$ cat src/rtl/mult_arbiter.sv
// mult_arbiter: shares one registered multiplier among NREQ requesters with in-order tagged results.
// Define MULT_ARB_RR_EN for round-robin arbitration; otherwise the lowest requester index wins.
module mult_arbiter #(
  parameter int N = 8,
  parameter int NREQ = 4,
  parameter int LAT = 2,
  parameter int DEPTH = 4,
  localparam int IW = $clog2(NREQ)
) (
  input  logic              clk,
  input  logic              rst,
  input  logic [NREQ-1:0]   req_valid,
  input  logic [NREQ*N-1:0] req_a,
  input  logic [NREQ*N-1:0] req_b,
  output logic [NREQ-1:0]   req_ready,
  output logic              mul_ea,
  output logic              mul_eb,
  output logic [N-1:0]      mul_a,
  output logic [N-1:0]      mul_b,
  input  logic [2*N-1:0]    mul_p,
  output logic              rsp_valid,
  input  logic              rsp_ready,
  output logic [2*N-1:0]    rsp_p,
  output logic [IW-1:0]     rsp_id,
  output logic              busy
);
  localparam int PW = DEPTH > 1 ? $clog2(DEPTH) : 1;
  localparam int CW = $clog2(DEPTH + LAT + 1);
  logic [IW-1:0] start, gid, k;
  logic [NREQ-1:0] gnt;
  logic issue, permit, push, pop;
  logic [CW-1:0] outst, count;
  logic [LAT-1:0] tag_v;
  logic [IW-1:0] tag_id [LAT];
  logic [2*N-1:0] mem_p [DEPTH];
  logic [IW-1:0] mem_id [DEPTH];
  logic [PW-1:0] wptr, rptr;
`ifdef MULT_ARB_RR_EN
  always_ff @(posedge clk)
    if (rst) start <= '0;
    else if (issue) start <= (int'(gid) == NREQ - 1) ? '0 : gid + 1'b1;
`else
  assign start = '0;
`endif
  // credits cover both tags still inside the multiplier and buffered results
  always_comb begin
    outst = count;
    for (int i = 0; i < LAT; i++) outst = outst + CW'(tag_v[i]);
  end
  assign permit = !rst && outst < CW'(DEPTH);
  // walk from the far end back toward start so the candidate nearest start wins
  always_comb begin
    gnt = '0;
    gid = '0;
    k = '0;
    for (int i = NREQ - 1; i >= 0; i--) begin
      k = IW'((int'(start) + i) % NREQ);
      if (req_valid[k]) begin
        gid = k;
        gnt = NREQ'(1) << k;
      end
    end
  end
  assign issue = permit && |req_valid;
  assign req_ready = issue ? gnt : '0;
  assign mul_ea = issue;
  assign mul_eb = issue;
  assign mul_a = req_a[int'(gid)*N +: N];
  assign mul_b = req_b[int'(gid)*N +: N];
  always_ff @(posedge clk) begin
    tag_v <= rst ? '0 : LAT'({tag_v, issue});
    tag_id[0] <= gid;
    for (int i = 1; i < LAT; i++) tag_id[i] <= tag_id[i-1];
  end
  assign push = tag_v[LAT-1];
  assign pop = rsp_valid && rsp_ready;
  always_ff @(posedge clk) begin
    if (rst) begin
      wptr <= '0;
      rptr <= '0;
      count <= '0;
    end else begin
      if (push) begin
        mem_p[wptr] <= mul_p;
        mem_id[wptr] <= tag_id[LAT-1];
        wptr <= (wptr == PW'(DEPTH - 1)) ? '0 : wptr + 1'b1;
      end
      if (pop) rptr <= (rptr == PW'(DEPTH - 1)) ? '0 : rptr + 1'b1;
      count <= count + CW'(push) - CW'(pop);
    end
  end
  assign rsp_valid = count != '0;
  assign rsp_p = mem_p[rptr];
  assign rsp_id = mem_id[rptr];
  assign busy = |tag_v || rsp_valid;
  a_no_overflow: assert property (@(posedge clk) disable iff (rst) !(push && !pop && count == CW'(DEPTH)));
  a_onehot: assert property (@(posedge clk) $onehot0(req_ready));
endmodule

$ cat config.mk
export PLATFORM = sky130hd
export DESIGN_NAME = mult_arbiter
export DESIGN_NICKNAME = d
export VERILOG_FILES = /design/src/rtl/mult_arbiter.sv
export SDC_FILE = /design/constraint.sdc
export NUM_CORES = 1
export LEC_CHECK = 0
export CORE_MARGIN = 5
export CORE_UTILIZATION = 47
export CTS_BUF_LIST = sky130_fd_sc_hd__clkbuf_8
export DETAILED_ROUTE_END_ITERATION = 16
export PLACE_DENSITY_LB_ADDON = 0.15
export SETUP_SLACK_MARGIN = 0.05
export SYNTH_ARGS = -nofsm -noshare
export SYNTH_HDL_FRONTEND = slang
export SYNTH_SLANG_ARGS = --single-unit
$ cat constraint.sdc
create_clock -name clk -period 2.9 [get_ports clk]
set_clock_uncertainty 0.2 [all_clocks]
set_input_delay 0.58 -clock clk [delete_from_list [all_inputs] [get_ports clk]]
set_output_delay 0.58 -clock clk [all_outputs]
set_load 0.05 [all_outputs]
* Word-level counts from Yosys, hierarchy flattened
Memory sizes are Yosys's and may differ from the RTL's. A register that Yosys moved wholly into a read port is not among the register bits. Index checks and enable logic that the tools add are counted.
Cells by class: order comparisons 1, div/mod/pow operators 0, bitwise operators 0, shift-type cells 2, add/subtract/negate cells 6, eq/ne operators 2, $mul 0, reduce and logical (&&, ||, !) cells 8, mux-type cells 18
Operators with widths (number):
- 32-bit by 6-bit variable part select with 8-bit output | 2
- 2-bit 2-to-1 mux | 10
- 4-bit 2-to-1 mux | 5
- 3-bit by 1-bit adder with 3-bit output | 3
- 2-bit by 1-bit adder with 2-bit output, second input constant | 2
- 2-bit equality test, second input constant | 2
- 4-bit OR reduction | 1
- 1-bit logical AND | 3
- 3-bit less-than comparator, second input constant | 1
- 1-bit 2-to-1 mux | 3
- 3-bit nonzero test | 1
- 3-bit by 1-bit subtractor with 3-bit output | 1
- 2-bit OR reduction | 1
- 1-bit logical NOT | 1
- 1-bit logical OR | 1
Word-level totals: flip-flop bits (word level) 9, bits of input ports 87, latch bits 0, ROM bits 0, word-level logic and storage cells 44, memories kept 3, memory bits (writable) 76
Memory list:
- mem_p | depth 4, bits a word 16, rd ports 1, clocked after Yosys merged registers in 1, write ports 1, line 35 | logic [2*N-1:0] mem_p [DEPTH];
- mem_id | depth 4, bits a word 2, rd ports 1, clocked after Yosys merged registers in 1, write ports 1, line 36 | logic [IW-1:0] mem_id [DEPTH];
- tag_id | depth 2, bits a word 2, rd ports 2, clocked after Yosys merged registers in 0, write ports 2, line 34 | logic [IW-1:0] tag_id [LAT];

* Logic depth before layout (Yosys ltp)
Gate-level depths: netlist of run 1.
word-level depth 6, depth in mapped cells 8

* Least setup slack after synthesis of run 1
Ideal clock, no wire load.
path kind register to output, start point reg count[0], end point out req_ready[1], path slack -1.331 ns, data arrival time 3.451 ns, stages on the path, launching flop included 5, required time 2.120 ns, cell sequence dfxtp_1 -> ha_1 -> a21o_1 -> a21o_1 -> a2111oi_0
On the way: word-level cells in the longest chain between the ends 6
RTL lines:
- start, declared | line 32 | logic [CW-1:0] outst, count;
- start signal, assigned | line 89 | count <= count + CW'(push) - CW'(pop);
- 3-bit by 1-bit adder with 3-bit output (2 in series) | line 48 | for (int i = 0; i < LAT; i++) outst = outst + CW'(tag_v[i]);
- 3-bit less-than comparator | line 50 | assign permit = !rst && outst < CW'(DEPTH);
- 1-bit logical AND | line 50
- 1-bit logical AND | line 64 | assign issue = permit && |req_valid;
- 4-bit 2-to-1 mux | line 65 | assign req_ready = issue ? gnt : '0;
- end, declared | line 15 | output logic [NREQ-1:0] req_ready,
Every way passes these cells.

* Final worst setup path of run 1
start point in req_valid[3], end point out mul_b[0]
On the way: word-level cells in the longest chain between the ends 5
RTL lines:
- start, declared | line 12 | input logic [NREQ-1:0] req_valid,
- 2-bit 2-to-1 mux (4 in series) | line 58 | if (req_valid[k]) begin
- 32-bit by 6-bit variable part select with 8-bit output | line 69 | assign mul_b = req_b[int'(gid)*N +: N];
- end, declared | line 19 | output logic [N-1:0] mul_b,
Every way passes these cells.

==> impl_metrics.tcl, run 1 <==
set metrics [dict create \
    yosysTopAreaCell "edfxtp_1" \
    hold_class "reg -> reg" \
    required_ps 2120 \
    die_x_um 98.9 \
    fmax_mhz 360 \
    grt_pass1_wl_mm 13.5 \
    yosysUniqueCellTypes 32 \
    cts_inserted_buffers 9 \
    multi_input_area_mm2 0.00122 \
    syn_nets 287 \
    synth-async-reset-ratio 0 \
    dp_cells 434 \
    min_period_over_period 0.958 \
    path_clk_slew_ps 90 \
    status "finished, final reports clean" \
    viasPerCell 5.18 \
    hold_viol 0 \
    syn_inst 192 \
    wl_per_cell_um 18.5 \
    io_pins 129 \
    finalSetupViolations 0 \
    ys_ff_latch 87 \
    clk_path_buf_depth 2 \
    ff_latch_area_mm2 0.00246 \
    grt_setup_unrepaired "no" \
    ant_nets 0 \
    drive_above_1_share 0.356 \
    row_count 32 \
    portBuffers 128 \
    synth_top_area_frac 0.582 \
    maxCapViolCount 0 \
    cp_max_fo 8 \
    avgSynthCellArea_um2 19.3 \
    tritoncts "done" \
    critPathLaunchType "primary input" \
    finish.utilization 0.725 \
    synth-seq-area-share 0.663 \
    layout.nets 444 \
    slew_headroom 0.569 \
    grt_max_degree 19 \
    drc 0 \
    yosysWarnings 0 \
    synth-edff-count 72 \
    final_area_mm2 0.00561 \
    syn_to_final_growth_pct 50.9 \
    layout_common_cells "83 x clkdlybuf4s50_1, 72 x edfxtp_1, 41 x buf_4, 34 x mux4_2" \
    final_common_cell "clkdlybuf4s50_1" \
    place.gp.congestion 0.781 \
    worst_pin_slew_ps 641 \
    placed_cell_area_mm2 0.00523 \
    num-fill-cells 489 \
    critPathArrivalTime_ps 2000 \
    irDropWorstVdd_mv 0.325 \
    clk_latency_ps 340 \
    endpoint_kind "output port" \
    antenna_found_initial 0 \
    p_per_area_mw_per_mm2 671 \
    grt_pass1_vias 2678 \
    grt_overflow 0 \
    dp_hpwl_mm 6.38 \
    critPathKind "in -> out" \
    num_antenna_cells 0 \
    die_h_um 98.9 \
    core_area_mm2 0.00773 \
    slew_violations 0 \
    dr.pass1.iters 4 \
    routed_wl_mm 8.42 \
    cts-root-buf "clkbuf_8" \
    initial_utilization 0.481 \
    syn-cell-area_mm2 0.00371 \
    period_needed_ps 2780 \
    htreeDepth 3 \
    die-area_mm2 0.00978 \
    dr_total_vias 2363 \
    synthTopCellsByArea "edfxtp_1 58%, mux4_2 21%, dfxtp_1 8.1%" \
    drt_iter0_drc 34 \
    ys.flop_type "edfxtp_1" \
    clock_sinks 87 \
    grtUsageTotal 0.183 \
    p_leak_nw 2.03 \
    fin_cells 456 \
]
[stage by stage]
stage	hold WS (ps)	power [mW]	TNS, ps	setup WS (ps)
floorplan	110	2.41	-147	-73.6
global placement	112	2.89	-1460	-109
global route	136	3.96	0	45.5
detailed placement	112	2.91	-1480	-101
finish	133	3.76	0	122
CTS	132	3.77	0	11.0
[critical path, cell delays in order]
cell and delay, ps:
dlygate4sd2_1 240, nand2b_1 70, a21o_1 150, buf_4 130
buf_8 140, mux4_2 520, buf_8 170
[per-layer routing]
metal / share of wire / vias up / GRT usage
met5: 0 / - / 0
met3: 0.094 / 17 / 0.0793
met4: 0.028 / 0 / 0.0861
met2: 0.52 / 101 / 0.313
li1: - / 1096 / -
met1: 0.36 / 1149 / 0.195
[path summary, 6_finish.rpt]
kind | depth (start not counted) | slack, ps | from | end
setup / recovery | 7 | 120 | req_valid[3] | mul_b[0]
hold / removal | 0 | 130 | tag_id[0][1] | tag_id[0][3]
setup reg to reg | 9 | 370 | count[1] | count[2]
hold reg to reg | 0 | 130 | tag_id[0][1] | tag_id[0][3]
[flip-flops by register name, summed over array words and instances, names as in the netlist, named ones only]
signal / count
count: 3
mem_id: 8
mem_p: 64
rptr: 2
tag_id: 4
tag_v: 2
wptr: 2
[logic make-up (layout without fill, tap and decap cells)]
group           Yosys count  count (layout)  share of synthesized area
xor+xnor                  2               2                    0.00472
mux                      36              36                      0.212
buf+inv                  16             178                     0.0256
fa+ha+maj                 8               8                     0.0290
simple gates             28              28                     0.0397
flops                    87              87                      0.663
compound gates           15              15                     0.0266
[Yosys cell counts, types with 3 or more instances]
| library cell | n |
|---|---|
| a21o_1 | 3 |
| nor2_1 | 7 |
| nand2_1 | 3 |
| inv_1 | 6 |
| or3_1 | 3 |
| a21oi_1 | 5 |
| a211oi_1 | 4 |
| edfxtp_1 | 72 |
| dfxtp_1 | 15 |
| ha_1 | 7 |
| and2_1 | 5 |
| mux4_2 | 34 |
| nor2b_1 | 3 |
[final cells by class]
class / instances / share of cell area
Inverter: 6 / 0.00402
Sequential cell: 87 / 0.440
Tap cell: 102 / 0.0228
Multi-Input combinational cell: 89 / 0.217
Clock inverter: 7 / 0.0129
Clock buffer: 9 / 0.0221
Timing Repair Buffer: 156 / 0.281
[where the power goes]
group	switching, mW	leakage (nW)	internal (mW)	total [mW]
Combinational	0.836	1.16	0.650	1.49
Clock	0.406	0.101	0.399	0.805
Sequential	0.0467	0.775	1.42	1.47
[timing repair]
| item | in CTS | in global routing |
|---|---|---|
| pin swaps | 1 | 4 |
| hold buffers | 0 | 0 |
| setup buffers | 5 | 2 |
| setup endpoints to repair | 20 | 21 |
| resized for setup | 32 | 11 |
| gates cloned | 2 | 0 |
(Power assumes the default switching activity.)
==> run 2: changes to the inputs <==
--- a/config.mk
+++ b/config.mk
@@ -9,7 +9,7 @@
 export CORE_UTILIZATION = 47
 export CTS_BUF_LIST = sky130_fd_sc_hd__clkbuf_8
 export DETAILED_ROUTE_END_ITERATION = 16
-export PLACE_DENSITY_LB_ADDON = 0.15
+export PLACE_DENSITY = 0.93
 export SETUP_SLACK_MARGIN = 0.05
 export SYNTH_ARGS = -nofsm -noshare
 export SYNTH_HDL_FRONTEND = slang
==> run 2 against run 1 <==
Sequential power about the same. Cell count decreased by 0.66%. Die area unchanged. Power decreased by 3.7%. Critical endpoint is now req_ready[1].
==> impl_metrics.tcl, run 2 (synthesized netlist as in run 1, its figures left out) <==
set metrics [dict create \
    drive_above_1_share 0.359 \
    portBuffers 128 \
    hold_viol 0 \
    num-fill-cells 479 \
    fin_cells 453 \
    endpoint_kind "output port" \
    cp_max_fo 6 \
    finalSetupViolations 0 \
    min_period_over_period 0.964 \
    rr_worst_depth 8 \
    final_common_cell "clkdlybuf4s50_1" \
    antenna_found_initial 0 \
    largestRegisters "mem_p (64), mem_id (8), tag_id (4)" \
    largest-register "mem_p" \
    grt_max_degree 19 \
    critical_path.max_stage_delay_ps 410 \
    hold_class "reg -> reg" \
    row_count 32 \
    critPathLaunchType "flop" \
    clk_path_buf_depth 2 \
    worst-r2r-setup-slack_ps 380 \
    required_ps 2120 \
    dp_cells 430 \
    layout_common_cells "83 x clkdlybuf4s50_1, 72 x edfxtp_1, 45 x buf_4, 34 x mux4_2, 13 x dfxtp_1" \
    dr_total_vias 2371 \
    worst_pin_slew_ps 693 \
    routed_wl_mm 8.50 \
    ant_nets 0 \
    syn_to_final_growth_pct 49.7 \
    drc 0 \
    clock_sinks 87 \
    place.gp.congestion 0.825 \
    initial_utilization 0.481 \
    ff_latch_area_mm2 0.00247 \
    slew_headroom 0.533 \
    status "finished, final reports clean" \
    htreeDepth 3 \
    holdPathEnd "tag_id[0][2]" \
    multi_input_area_mm2 0.00122 \
    viasPerCell 5.23 \
    r2r-end "count[2]" \
    fmax_mhz 358 \
    cp.buffers_inverters 1 \
    grtUsageTotal 0.180 \
    irDropWorstVdd_mv 0.327 \
    layout.nets 441 \
    grt_overflow 0 \
    hp-start "tag_id[0][0]" \
    p_per_area_mw_per_mm2 651 \
    critPathKind "reg -> out" \
    maxCapViolCount 0 \
    grt_setup_unrepaired "no" \
    path_clk_slew_ps 80 \
    cts-root-buf "clkbuf_8" \
    die_x_um 98.9 \
    dr.pass1.iters 4 \
    io_pins 129 \
    p_leak_nw 2.01 \
    largest_reg_flops 64 \
    holdWs_ps 137 \
    core_area_mm2 0.00773 \
    clk_latency_ps 340 \
    cts_hold_buf 0 \
    hold_path_depth 0 \
    dp_hpwl_mm 6.40 \
    period_needed_ps 2790 \
    die-area_mm2 0.00978 \
    cp_cell_sequence "ha_1, a21o_1, a21o_4, a2111oi_4, buf_12" \
    num_antenna_cells 0 \
    slew_violations 0 \
    finish.utilization 0.720 \
    cts_inserted_buffers 9 \
    crit_slowest_cell "a2111oi_4" \
    drt_iter0_drc 76 \
    grt_pass1_wl_mm 13.3 \
    tritoncts "done" \
    critPathArrivalTime_ps 2010 \
    wl_per_cell_um 18.8 \
    worstReg2RegStart "count[1]" \
    die_h_um 98.9 \
    grt_pass1_vias 2747 \
    crit_family "compound AO/OA/AOI/OAI gates" \
]
[run 2: metrics by stage]
| step | setup slack [ps] | cell area (µm²) | TNS, ps | power (mW) |
|---|---|---|---|---|
| 2_1_floorplan | -73.6 | 3730 | -147 | 2.41 |
| 3_3_place_gp | -95.8 | 5250 | -1390 | 2.88 |
| 3_5_place_dp | -121 | 5250 | -1790 | 2.90 |
| 4_1_cts | 24.2 | 5560 | 0 | 3.64 |
| 5_1_grt | 31.2 | 5560 | 0 | 3.81 |
| 6_report | 105 | 5560 | 0 | 3.62 |
[run 2: worst max-delay path by stage]
| stage | start | endpoint | slack [ps] | cells past startpoint |
|---|---|---|---|---|
| 2_1_floorplan | count[0] | req_ready[2] | -70 | 4 |
| 3_3_place_gp | req_valid[2] | mul_a[1] | -100 | 6 |
| 3_5_place_dp | req_valid[2] | mul_a[4] | -120 | 6 |
| 4_1_cts | tag_v[1] | mul_eb | 20 | 5 |
| 5_1_grt | tag_v[1] | req_ready[1] | 30 | 5 |
| 6_report | tag_v[1] | req_ready[1] | 110 | 5 |
[run 2: layer usage]
layer,global-route usage,wire (µm),vias up
li1,-,-,1094
met1,0.168,2760,1156
met2,0.340,4730,112
met3,0.0807,868,9
met4,0.0651,140,0
met5,0,0,-
[run 2: cell type report]
class,count,area share
Sequential cell,87,0.444
Inverter,6,0.00405
Timing Repair Buffer,153,0.279
Tap cell,102,0.0229
Multi-Input combinational cell,89,0.219
Clock buffer,9,0.0223
Clock inverter,7,0.00900
[run 2: timing repair]
action	4_1_cts	5_1_grt
resized for setup	24	11
pin swaps	1	4
setup endpoints to repair	22	12
hold endpoints to repair	0	0
gates cloned	2	0
buffers inserted	5	1
[run 2: where the power goes]
group	internal [mW]	switching [mW]	total [mW]
registers	1.42	0.0567	1.48
clock network	0.310	0.394	0.704
logic	0.620	0.818	1.44
total	2.35	1.27	3.62
==> run 3: changes to the inputs <==
--- a/config.mk
+++ b/config.mk
@@ -6,10 +6,11 @@
 export NUM_CORES = 1
 export LEC_CHECK = 0
 export CORE_MARGIN = 5
-export CORE_UTILIZATION = 47
+export CORE_UTILIZATION = 54
 export CTS_BUF_LIST = sky130_fd_sc_hd__clkbuf_8
 export DETAILED_ROUTE_END_ITERATION = 16
-export PLACE_DENSITY = 0.93
+export DONT_BUFFER_PORTS = 1
+export PLACE_DENSITY = 0.79
 export SETUP_SLACK_MARGIN = 0.05
 export SYNTH_ARGS = -nofsm -noshare
 export SYNTH_HDL_FRONTEND = slang
==> constraint.sdc (replaced) <==
create_clock -name clk -period 2.9 [get_ports clk]
set_clock_uncertainty 0.2 [all_clocks]
set_input_delay 0.58 -clock clk [delete_from_list [all_inputs] [get_ports clk]]
set_output_delay 0.58 -clock clk [all_outputs]
set_load 0.01 [all_outputs]
==> run 3 against run 2 <==
Worst hold slack lost 42 ps. Clock power increased by 36%. Combinational power decreased by 59%. Final area fell by 27%. Count of clock-buffer cells in the layout unchanged. Critical path type unchanged. Largest cell class unchanged.
==> impl_metrics.tcl, run 3 (synthesized netlist as in run 1, its figures left out) <==
set metrics [dict create \
    row_count 30 \
    final_common_cell "edfxtp_1" \
    layout_common_cells "72 x edfxtp_1, 34 x mux4_2, 14 x dfxtp_1, 9 x clkbuf_8, 9 x buf_4" \
    cts_hold_buf 0 \
    dr.pass1.iters 4 \
    slew_headroom 0.555 \
    grt_overflow 0 \
    drive_above_1_share 0.293 \
    dp_hpwl_mm 5.30 \
    tns_ps 0 \
    swShare 0.251 \
    path_clk_slew_ps 80 \
    min_period_over_period 0.944 \
    dp_cells 272 \
    worstReg2RegStart "count[1]" \
    crit_start "tag_v[1]" \
    worst_pin_slew_ps 662 \
    finalSetupViolations 0 \
    die-area_mm2 0.00864 \
    drc 0 \
    core_area_mm2 0.00676 \
    largestRegisters "mem_p (64), mem_id (8), tag_id (4)" \
    post-cts-setup-buffers 0 \
    clk_latency_ps 340 \
    critPathArrivalTime_ps 1960 \
    cts-root-buf "clkbuf_8" \
    ant_nets 0 \
    io_pins 129 \
    irDropWorstVdd_mv 0.303 \
    largest-register "mem_p" \
    p_sw_uw 760 \
    antenna_found_initial 0 \
    status "finished, final reports clean" \
    grt_max_degree 19 \
    critPathLaunchType "flop" \
    grt_setup_unrepaired "yes" \
    critical_path.max_stage_delay_ps 420 \
    intPower_mw 2.27 \
    hold_class "in -> reg" \
    required_ps 2120 \
    largest_reg_flops 64 \
    p_per_area_mw_per_mm2 743 \
    die_x_um 92.9 \
    routed_wl_mm 7.09 \
    dp_slack_ps 285 \
    comb_power_share 0.197 \
    place.gp.congestion 0.762 \
    dr_total_vias 1804 \
    drt_iter0_drc 67 \
    cp_cell_sequence "ha_1, a21o_1, a21o_1, a2111oi_2, buf_4" \
    critPathKind "reg -> out" \
    clk_path_buf_depth 2 \
    seqPwrFrac 0.488 \
    cp_max_fo 7 \
    slew_violations 0 \
    layout.nets 298 \
    wl_per_cell_um 24.6 \
    viasPerCell 6.26 \
    crit_slowest_cell "dfxtp_2" \
    endpoint_kind "output port" \
    fin_cells 288 \
    clock_sinks 87 \
    p_leak_nw 1.36 \
    grt_pass1_wl_mm 11.2 \
    grt_pass1_vias 2052 \
    portBuffers 0 \
    cts_inserted_buffers 9 \
    fmax_mhz 365 \
    syn_to_final_growth_pct 9.67 \
    htreeDepth 3 \
    num_antenna_cells 0 \
    cp_common_cell "a21o_1" \
    hp-start "rst" \
    die_h_um 92.9 \
    period_needed_ps 2740 \
    initial_utilization 0.550 \
    maxCapViolCount 0 \
    tritoncts "done" \
    hold_viol 0 \
    setup_slack_ps 163 \
    grtUsageTotal 0.175 \
    clockPowerShare 0.316 \
]
==> run 3: cell types whose count changed in the layout (fill, tap and decap cells not counted), moves of 3 or more <==
| cell | delta |
|---|---|
| buf_4 | -36 |
| clkdlybuf4s50_1 | -83 |
| buf_6 | -6 |
| buf_12 | -11 |
| a211oi_1 | +3 |
| bufinv_16 | +3 |
==> run 3: final timing paths <==
kind,endpoint,slack (ps),cells after the start
worst max register to register,count[2],380,8
worst min register to register,tag_id[0][2],130,0
worst max-delay path,req_ready[1],160,5
worst min-delay path,tag_v[1],90,1
==> run 3: power by group through the flow <==
stage / sequential (mW) / clock [mW] / combinational (mW)
2_1_floorplan: 1.48 / 0 / 0.510
3_3_place_gp: 1.49 / 0 / 0.570
3_5_place_dp: 1.50 / 0 / 0.601
4_1_cts: 1.48 / 0.981 / 0.605
6_report: 1.48 / 0.957 / 0.595
5_1_grt: 1.49 / 1.04 / 0.655
==> run 3: timing repair <==
item                                    4_1_cts  5_1_grt
hold endpoints to repair                      0        0
gates resized for setup                       2        1
pin swaps                                     0        0
endpoints found under the setup margin        1        1
==> run 3: area by class of cell <==
cell class              instances  area (µm²)
well taps                      80         100
inverters                       6        22.5
clock inverters                 7         113
repair buffers                 10        87.6
multi-input cells              89        1160
fillers                       483        2680
clock buffers                   9         124
flip-flops and latches         87        2460
==> run 3: per-layer routing <==
layer	track usage	vias up	wire length [µm]
li1	-	803	-
met4	0.0684	0	88
met3	0.0804	6	789
met1	0.183	888	2370
met5	0	-	0
met2	0.305	107	3850
==> run 3: metrics by stage <==
step	cell area [µm²]	utilization	power (mW)	hold WS (ps)
after floorplan	3710	-	2.00	110
after global placement	3830	0.567	2.06	112
after detailed placement	3830	0.567	2.11	117
after CTS	4070	0.602	3.06	72.9
after global routing	4070	0.603	3.18	73.1
final	4070	0.603	3.03	94.9
==> run 3: critical path, delay by kind of cell, from the launching register on <==
family          cells  cell delay [ps]
fa+ha+maj           1              250
flops               1              420
buf+inv             1              180
compound gates      3              760
